`src/rtl/shift_pkg.sv`:
```
// Shared constants for the serial shift family (deserializer and the
// parallel-load shift register it pairs with).
//   DEFAULT_W  : default byte width in bits
//   LSB_FIRST  : bit order code, least significant bit arrives first
//   MSB_FIRST  : bit order code, most significant bit arrives first
package shift_pkg;

    localparam int   DEFAULT_W = 8;

    localparam logic LSB_FIRST = 1'b0;
    localparam logic MSB_FIRST = 1'b1;

endpackage

```
`src/rtl/bit_counter.sv`:
```
// Bit position counter for the deserializer: counts accepted bits 0..W-1
// and wraps to 0 after the last bit of a byte.
//   clk   : clock, rising edge
//   nrst  : asynchronous active-low reset
//   clr   : frame restart, the current position is treated as 0
//   step  : one bit accepted this cycle
//   count : current bit position (registered)
//   first : the bit accepted this cycle (if any) is bit 0 of a byte
//   last  : strobe, the bit accepted this cycle is bit W-1
module bit_counter #(
    parameter int W = 8
) (
    input  logic                                 clk,
    input  logic                                 nrst,
    input  logic                                 clr,
    input  logic                                 step,
    output logic [((W > 1) ? $clog2(W) : 1)-1:0] count,
    output logic                                 first,
    output logic                                 last
);

    localparam int             CW       = (W > 1) ? $clog2(W) : 1;
    localparam logic [CW-1:0]  LAST_POS = CW'(W - 1);

    // Position seen by this cycle's bit: a same-edge restart makes it bit 0.
    logic [CW-1:0] cur;

    always_comb begin
        cur   = clr ? '0 : count;
        first = (cur == '0);
        last  = step && (cur == LAST_POS);
    end

    always_ff @(posedge clk or negedge nrst) begin
        if (!nrst) begin
            count <= '0;
        end else if (step) begin
            count <= last ? '0 : cur + 1'b1;
        end else begin
            count <= cur;
        end
    end

endmodule

```
`src/rtl/shift_deser.sv`:
```
// Serial-to-parallel deserializer with selectable bit order, a single
// holding register with valid/ready handoff and a sticky overflow flag.
//   clk       : clock, rising edge
//   nrst      : asynchronous active-low reset
//   sin       : serial data bit
//   sin_valid : accept sin this cycle
//   dir       : bit order, LSB_FIRST / MSB_FIRST, sampled on bit 0 of a byte
//   sync      : frame restart, discards a partial byte
//   q         : received byte
//   q_valid   : q holds an unconsumed byte
//   q_ready   : consumer takes q when q_valid & q_ready
//   busy      : partial byte in progress
//   ovf       : sticky, a completed byte was dropped
//   ovf_clr   : clears ovf (a same-edge set wins)
module shift_deser
    import shift_pkg::*;
#(
    parameter int W = DEFAULT_W
) (
    input  logic         clk,
    input  logic         nrst,
    input  logic         sin,
    input  logic         sin_valid,
    input  logic         dir,
    input  logic         sync,
    output logic [W-1:0] q,
    output logic         q_valid,
    input  logic         q_ready,
    output logic         busy,
    output logic         ovf,
    input  logic         ovf_clr
);

    localparam int CW = (W > 1) ? $clog2(W) : 1;

    logic [CW-1:0] count;
    logic          first;
    logic          last;
    logic [W-1:0]  sh;
    logic [W-1:0]  sh_next;
    logic          order_q;
    logic          order_eff;
    logic          load_ok;

    bit_counter #(.W(W)) u_bit_counter (
        .clk   (clk),
        .nrst  (nrst),
        .clr   (sync),
        .step  (sin_valid),
        .count (count),
        .first (first),
        .last  (last)
    );

    // On bit 0 the live dir input applies; afterwards the latched order holds.
    always_comb begin
        order_eff = first ? dir : order_q;
        if (order_eff == MSB_FIRST) begin
            sh_next = {sh[W-2:0], sin};
        end else begin
            sh_next = {sin, sh[W-1:1]};
        end
        // Holding register can take a new byte if empty or being drained now.
        load_ok = !q_valid || q_ready;
        busy    = (count != '0);
    end

    always_ff @(posedge clk or negedge nrst) begin
        if (!nrst) begin
            sh      <= '0;
            order_q <= LSB_FIRST;
            q       <= '0;
            q_valid <= 1'b0;
            ovf     <= 1'b0;
        end else begin
            if (sin_valid) begin
                sh <= sh_next;
                if (first) begin
                    order_q <= dir;
                end
            end

            if (last && load_ok) begin
                q       <= sh_next;
                q_valid <= 1'b1;
            end else if (q_valid && q_ready) begin
                q_valid <= 1'b0;
            end

            if (last && !load_ok) begin
                ovf <= 1'b1;
            end else if (ovf_clr) begin
                ovf <= 1'b0;
            end
        end
    end

endmodule

```
`config.mk`:
```
export PLATFORM = sky130hd
export DESIGN_NAME = shift_deser
export DESIGN_NICKNAME = d
export VERILOG_FILES = /design/src/rtl/shift_pkg.sv /design/src/rtl/bit_counter.sv /design/src/rtl/shift_deser.sv
export SDC_FILE = /design/constraint.sdc
export NUM_CORES = 1
export LEC_CHECK = 0
export CORE_UTILIZATION = 35
export CTS_BUF_LIST = sky130_fd_sc_hd__clkbuf_2 sky130_fd_sc_hd__clkbuf_4 sky130_fd_sc_hd__clkbuf_8
export DETAILED_ROUTE_END_ITERATION = 8
export PLACE_DENSITY = 0.54
export SLEW_MARGIN = 20
export SYNTH_ARGS = -nofsm -noshare
export SYNTH_HDL_FRONTEND = slang
export SYNTH_SLANG_ARGS = --single-unit
```
`constraint.sdc`:
```
create_clock -name clk -period 3.5 [get_ports clk]
set_clock_uncertainty 0.15 [all_clocks]
set_input_delay 0.525 -clock clk [delete_from_list [all_inputs] [get_ports clk]]
set_output_delay 0.525 -clock clk [all_outputs]
set_load 0.01 [all_outputs]
```
Word-level counts from Yosys, hierarchy flattened
Index checks and enable logic that the tools add are counted.
{ "word_totals": {"regBits": 22, "inputBits": 8} }
{ "op_classes": {"n_reduce_logical": 11, "addsub": 1, "eq_ne": 1, "muxes": 9} }
{ "op_table": {"columns": ["op", "n"], "rows": [
  ["$mux 3", 3],
  ["$mux 8", 1],
  ["$mux 1", 5],
  ["$logic_and 1x1->1", 4],
  ["$reduce_bool 2->1", 2],
  ["$add 3x1->3 const B", 1],
  ["$eq 3x3->1 const B", 1],
  ["$logic_not 3->1", 1],
  ["$reduce_bool 3->1", 1],
  ["$logic_not 1->1", 2],
  ["$logic_or 1x1->1", 1]
]} }

Longest topological paths before layout
Gate-level depths: netlist of the first run.
{ "depth": {"ltp_word": 5, "mapped_depth": 8} }

Cells and area by module
Synthesis of the first run repeated with hierarchy kept, for this count alone.
{ "hier_totals": {"cells_unflattened": 92, "hier_area_um2": 991.0} }
{ "modules_own_cells": {"columns": ["module", "seq_area_each_um2", "area_per_inst_um2", "cells_per_inst", "instances"], "rows": [
  ["shift_deser", 475.5, 793.3, 74, 1],
  ["bit_counter", 75.1, 197.7, 18, 1]
]} }

Worst setup path after synthesis of the first run
OpenSTA, ideal clock, no wires.
{ "synth_timing": {"kind": "input -> register", "startpoint": "in sync", "endpoint": "reg q[6]", "path_stages": 6, "required_ns": 3.217, "arrival_ns": 1.580, "path_buffers": 2, "path_slack_ns": 1.637, "setup_time_ns": 0.133, "path_cell_list": "nand2b_1 ha_1 buf_2 buf_2 a221oi_1 o31ai_1"} }
{ "synth_via": {"elab_chain_len": 4} }
{ "synth_rtl": {"columns": ["item", "line_no", "source"], "rows": [
  ["start: declaration", "shift_deser.sv:25", "input logic sync,"],
  ["$mux 3 (*)", "bit_counter.sv:29", "cur = clr ? '0 : count;"],
  ["$logic_not 3->1 / $eq 3x3->1 (equally long branches)", "bit_counter.sv:30, bit_counter.sv:31", null],
  ["$mux 1 / $logic_and 1x1->1 (equally long branches)", null, null],
  ["$mux 8 / $logic_and 1x1->1 (equally long branches)", "shift_deser.sv:58, shift_deser.sv:83", null],
  ["end signal: assignment", "shift_deser.sv:84", "q <= sh_next;"],
  ["end: declaration", "shift_deser.sv:26", "output logic [W-1:0] q,"]
]} }
Every way passes the cells marked *; elsewhere a longest branch is shown, timed or not.
A chain may end at the register's enable or synchronous reset.

Worst setup path in the final report of the first run
{ "layout_timing": {"startpoint": "reg u_bit_counter.count[2] (netlist name)", "endpoint": "out busy"} }
{ "layout_via": {"elab_chain_len": 1} }
{ "layout_rtl": {"columns": ["item", "line_no", "source"], "rows": [
  ["start: declaration", "bit_counter.sv:17", "output logic [((W > 1) ? $clog2(W) : 1)-1:0] count,"],
  ["start signal: assignment", "bit_counter.sv:38", "count <= last ? '0 : cur + 1'b1;"],
  ["start signal: assignment", "bit_counter.sv:40", "count <= cur;"],
  ["$reduce_bool 3->1", "shift_deser.sv:65", "busy = (count != '0);"],
  ["end: declaration", "shift_deser.sv:29", "output logic busy,"]
]} }
Every way passes these cells.

==> results.json, run 1 <==
{
  "drtAntennaViolNets": 0,
  "die_x_um": 62.1,
  "status": "finished clean",
  "grt_start_max_net_pins": 23,
  "syn_area_per_cell_um2": 10.5,
  "placed_area_um2": 1440,
  "routed-via-count": 979,
  "path_cells": "or3_1, clkdlybuf4s50_1",
  "ys_ff_latch": 22,
  "cp_num_buf_inv": 1,
  "synth-main-ff-cell": "dfrtp_1",
  "cp_top_family": "buffers and inverters",
  "pre_cts_ws_ps": 988,
  "synth_edf_count": 0,
  "yosysWarnings": 0,
  "post_cts_buffers": 0,
  "cp-start-kind": "flop",
  "cts.htree.levels": 1,
  "ys_seq_area_share_pct": 43.6,
  "grt_first_pass_wirelength_um": 4240,
  "hold_violations": 0,
  "antenna_found_initial": 0,
  "setup_slack_ps": 1250,
  "grt_pass1_vias": 914,
  "syn_nets": 131,
  "power_density_nw_per_um2": 404,
  "worst_setup_path_end_kind": "output port",
  "power_uw": 591,
  "nNetsFinal": 147,
  "synth_top_area_cell": "dfrtp_1",
  "hold_buffers": 0,
  "ys_top_cells_by_count": "dfrtp_1 (22), o31ai_1 (16), nand2_1 (13), o21ai_0 (11)",
  "clk_pin_slew_worst_paths_ps": 120,
  "worstMarginPinSlew_ps": 590,
  "num-fill-cells": 329,
  "first_pass_iters": 4,
  "rr_worst_depth": 4,
  "port_buffers": 18,
  "path_depth": 2,
  "reg2reg_slack_ps": 1690,
  "timing.fmax_mhz": 445,
  "gp_congestion": 0.789,
  "crit_path_top_delay_cell": "clkdlybuf4s50_1",
  "synth_cells": 120,
  "start_util_pct": 37.2,
  "timing.hold.ws_ps": 17.1,
  "critPathLaunch": "u_bit_counter.count[2]$_DFF_PN0_",
  "maxCapViolations": 0,
  "endpoint": "busy",
  "dp_cells": 177,
  "cts_tree": "yes",
  "drt_wl_total_um": 2580,
  "drc_errors": 0,
  "hp-class": "in -> async",
  "initialDrtViolationCount": 30,
  "clk_path_buf_depth": 2,
  "fin_crit_ps": 2250,
  "cp_slowest_stage_delay_ps": 480,
  "synth.top_cell.area_share_pct": 43.6,
  "synthesis.area_um2": 1260,
  "numCtsBuffers": 3,
  "vias_per_cell": 5.44,
  "grt_usage_pct": 15.4,
  "die_y_um": 62.1,
  "io_pins": 19,
  "ir_drop_v": 0.000183,
  "drive_above_1_share_pct": 10.4,
  "maxSlewHeadroom_pct": 60.7,
  "synth.most_common_cell": "dfrtp_1",
  "clock_latency_ps": 300,
  "n_antenna_cell": 0,
  "synthDistinctLibCells": 23,
  "rsz0062_at_grt": "false",
  "finalNonFillerCells": 180,
  "cp_max_fo": 2,
  "timing.rr.end": "q[0]$_DFFE_PN0P_",
  "wl_per_cell_um": 14.3,
  "fin_util_pct": 43.1,
  "cts.sinks": 22,
  "rows": 21,
  "synth-async-reset-ratio_pct": 100,
  "critPathKind": "reg -> out",
  "min_period_over_period_pct": 64.2,
  "leakage_nw": 0.657,
  "setup_viol": 0,
  "worstPathArrival_ps": 1570,
  "cts-resized-gates": 0,
  "synth_area_leaders": "dfrtp_1 (44%), o31ai_1 (9.5%), mux2i_1 (6.3%)",
  "final_cell_area_um2": 1460,
  "area_growth_pct": 15.8,
  "maxSlewViolCount": 0,
  "setup-tns-final_ps": 0,
  "clockRootBuffer": "clkbuf_4",
  "cp.required_ps": 2820,
  "r2r_start": "u_bit_counter.count[0]$_DFF_PN0_",
  "coreArea_um2": 3390,
  "die-area_um2": 3850,
  "grt.overflow.total": 0
}
==> registers in the layout (all words and copies together), names as in the netlist <==
signal	count
sh	8
q_valid	1
q	8
u_bit_counter.count	3
ovf	1
order_q	1
==> kinds of logic after synthesis <==
| logic type | share of synthesized area, % |
|---|---|
| simple gates | 20.0 |
| compound gates | 19.9 |
| flops | 43.6 |
| buf+inv | 5.95 |
| mux | 7.53 |
| fa+ha+maj | 2.97 |
==> cell type report <==
type / instances / area (µm²) / area share (%)
Clock buffer: 3 / 22.5 / 1.54
Timing Repair Buffer: 18 / 175 / 12.0
Sequential cell: 22 / 551 / 37.7
Multi-Input combinational cell: 86 / 637 / 43.6
Tap cell: 46 / 57.6 / 3.94
Inverter: 5 / 18.8 / 1.28
==> worst min-delay path by stage <==
stage | start | end | slack (ps) | cells past startpoint
5_1_grt | nrst | q[0]$_DFFE_PN0P_ | 30 | 1
2_1_floorplan | nrst | order_q$_DFFE_PN0P_ | 80 | 0
4_1_cts | q[5]$_DFFE_PN0P_ | q[5]$_DFFE_PN0P_ | 380 | 2
3_3_place_gp | sh[0]$_DFFE_PN0P_ | sh[0]$_DFFE_PN0P_ | 350 | 2
6_report | nrst | q[1]$_DFFE_PN0P_ | 20 | 1
3_5_place_dp | q[5]$_DFFE_PN0P_ | q[5]$_DFFE_PN0P_ | 350 | 2
==> report_power, final <==
| part | internal [mW] | switching [mW] | leakage [nW] |
|---|---|---|---|
| clock | 0.0402 | 0.0754 | 0.0138 |
| sequential | 0.282 | 0.0406 | 0.289 |
| combinational | 0.0870 | 0.0658 | 0.354 |
==> cells in the final DEF (no fill, tap or decap) <==
cell             netlist  routed
a221oi_1               8       8
and2b_1                2       2
and3_1                 1       1
and3_4                 7       7
buf_2                  2       1
clkbuf_4               0       3
clkdlybuf4s50_1        0      17
dfrtp_1               22      22
ha_1                   3       3
inv_1                  5       5
mux2_4                 1       1
mux2i_1                8       8
nand2_1               13      13
nand2b_1               3       3
nand2b_4               1       1
nand3_1                1       1
nand3_2                1       1
nor2b_1                8       8
o21ai_0               11      11
o22ai_1                1       1
o31ai_1               16      16
or3_1                  1       1
==> routing by layer <==
layer | up-vias | GRT usage (%) | wire [µm]
met1 | 478 | 19.6 | 1230
met3 | 2 | 4.76 | 110
met2 | 24 | 25.1 | 1230
met5 | - | 0 | 0
met4 | 0 | 4.76 | 16
li1 | 475 | - | -
Power figures use the tool's default switching activity.
==> inputs of run 2 (changes only) <==
==> constraint.sdc (replaced) <==
create_clock -name clk -period 2.33 [get_ports clk]
set_clock_uncertainty 0.15 [all_clocks]
set_input_delay 0.3495 -clock clk [delete_from_list [all_inputs] [get_ports clk]]
set_output_delay 0.3495 -clock clk [all_outputs]
set_load 0.01 [all_outputs]
==> run 2 against run 1 <==
  * Sequential power increased by 51%
  * Final cell count is 2.8% higher
  * Global-route usage rose by 0.58 points
  * Sequential share of layout area is 1.6 points lower
==> results.json, run 2 (synthesis results as in run 1) <==
{
  "timing.fmax_mhz": 477,
  "reg2reg_slack_ps": 590,
  "routed-via-count": 985,
  "post_cts_buffers": 0,
  "gp_congestion": 0.745,
  "drtAntennaViolNets": 0,
  "maxSlewHeadroom_pct": 61.8,
  "wl_met3_um": 100,
  "grt_start_max_net_pins": 23,
  "drive_above_1_share_pct": 12.9,
  "io_pins": 19,
  "leakage_nw": 0.690,
  "final_common_cell": "dfrtp_1",
  "crit_path_top_delay_cell": "clkdlybuf4s50_1",
  "n_antenna_cell": 0,
  "fin_util_pct": 45.0,
  "top_layer_used": "met4",
  "die_y_um": 62.1,
  "status": "finished clean",
  "grt_usage_pct": 16.0,
  "vias_per_cell": 5.32,
  "critPathLaunch": "u_bit_counter.count[2]$_DFF_PN0_",
  "grt_first_pass_wirelength_um": 4500,
  "hold_buffers": 0,
  "timing.rr.end": "q[0]$_DFFE_PN0P_",
  "worstPathArrival_ps": 1600,
  "top_regs": "q: 8 flops, sh: 8 flops, u_bit_counter.count: 3 flops",
  "start_util_pct": 37.2,
  "power_density_nw_per_um2": 669,
  "r2r_start": "u_bit_counter.count[1]$_DFF_PN0_",
  "grt_pass1_vias": 942,
  "cp-start-kind": "flop",
  "first_pass_iters": 4,
  "path_cells": "or3_1, clkdlybuf4s50_1",
  "hp-class": "in -> async",
  "worst_setup_path_end_kind": "output port",
  "setup-tns-final_ps": 0,
  "antenna_found_initial": 0,
  "numCtsBuffers": 3,
  "final_cell_mix": "dfrtp_1 (22), clkdlybuf4s50_1 (18), o31ai_1 (16), nand2_1 (13), o21ai_0 (11)",
  "cts.sinks": 22,
  "cts_tree": "yes",
  "dr_wl_met2_um": 1330,
  "grt.overflow.total": 0,
  "maxCapViolations": 0,
  "wl_per_cell_um": 14.6,
  "fin_crit_ps": 2090,
  "cp_slowest_stage_delay_ps": 480,
  "initialDrtViolationCount": 57,
  "worstMarginPinSlew_ps": 571,
  "nNetsFinal": 151,
  "hold_violations": 0,
  "cts-resized-gates": 0,
  "clockRootBuffer": "clkbuf_4",
  "cp_max_fo": 2,
  "rr_worst_depth": 7,
  "drt_wl_total_um": 2690,
  "area_growth_pct": 20.9,
  "maxSlewViolCount": 0,
  "clock_latency_ps": 320,
  "cts.htree.levels": 1,
  "wl_met1_um": 1240,
  "setup_viol": 0,
  "coreArea_um2": 3390,
  "min_period_over_period_pct": 89.9,
  "clk_pin_slew_worst_paths_ps": 140,
  "rows": 21,
  "critPathKind": "reg -> out",
  "die_x_um": 62.1,
  "cp.required_ps": 1830,
  "port_buffers": 18,
  "rsz0062_at_grt": "false",
  "dpl.hpwl_um": 1850,
  "die-area_um2": 3850,
  "ir_drop_v": 0.000542,
  "drc_errors": 0,
  "clk_path_buf_depth": 2,
  "num-fill-cells": 316
}
[run 2: how the worst max path moves through the flow]
| stage | to | slack, ps | cells past startpoint |
|---|---|---|---|
| after floorplan | q[6]$_DFFE_PN0P_ | 640 | 6 |
| after global placement | q[0]$_DFFE_PN0P_ | 70 | 8 |
| after detailed placement | q[5]$_DFFE_PN0P_ | 20 | 7 |
| after CTS | busy | 220 | 2 |
| after global routing | busy | 170 | 2 |
| final | busy | 240 | 2 |
[run 2: through the flow]
stage | total power [mW] | hold WS, ps | instance area, µm² | instances | setup slack, ps
detailed placement | 0.730 | 350 | 1470 | 181 | 22.3
floorplan | 0.662 | -96.1 | 1260 | 120 | 643
global route | 1.08 | 219 | 1530 | 185 | 172
finish | 1.02 | 205 | 1530 | 185 | 235
global placement | 0.725 | 345 | 1470 | 181 | 66.8
CTS | 1.03 | 210 | 1530 | 185 | 222
[run 2: cell type report]
class | instances | area (µm²) | share of cell area, %
multi-input combinational | 86 | 637 | 41.7
tap | 46 | 57.6 | 3.77
clock buffer | 3 | 22.5 | 1.48
sequential | 22 | 551 | 36.1
clock inverter | 1 | 30.0 | 1.97
timing repair buffer | 22 | 210 | 13.8
inverter | 5 | 18.8 | 1.23
[run 2: critical path, delay by kind of cell, from the launching register on]
kind	cells	cell delay, ps
simple gates	1	380
buf+inv	1	480
flops	1	430
[run 2: per-layer routing]
metal,GRT usage (%),vias to the layer above
li1,-,486
met1,21.1,477
met2,27.1,20
met3,3.73,2
met4,2.86,0
met5,0,-
[run 2: power breakdown]
| part | switching [mW] | leakage [nW] | internal (mW) | total, mW |
|---|---|---|---|---|
| Clock | 0.127 | 0.0279 | 0.174 | 0.301 |
| Combinational | 0.100 | 0.373 | 0.135 | 0.235 |
| Sequential | 0.0622 | 0.289 | 0.423 | 0.486 |
==> inputs of run 3 (changes only) <==
--- a/config.mk
+++ b/config.mk
@@ -8,6 +8,7 @@
 export CORE_UTILIZATION = 35
 export CTS_BUF_LIST = sky130_fd_sc_hd__clkbuf_2 sky130_fd_sc_hd__clkbuf_4 sky130_fd_sc_hd__clkbuf_8
 export DETAILED_ROUTE_END_ITERATION = 8
+export GPL_ROUTABILITY_DRIVEN = 0
 export PLACE_DENSITY = 0.54
 export SLEW_MARGIN = 20
 export SYNTH_ARGS = -nofsm -noshare
==> results of run 3 <==
Final layout, timing and power as in run 2 (identical DEF).
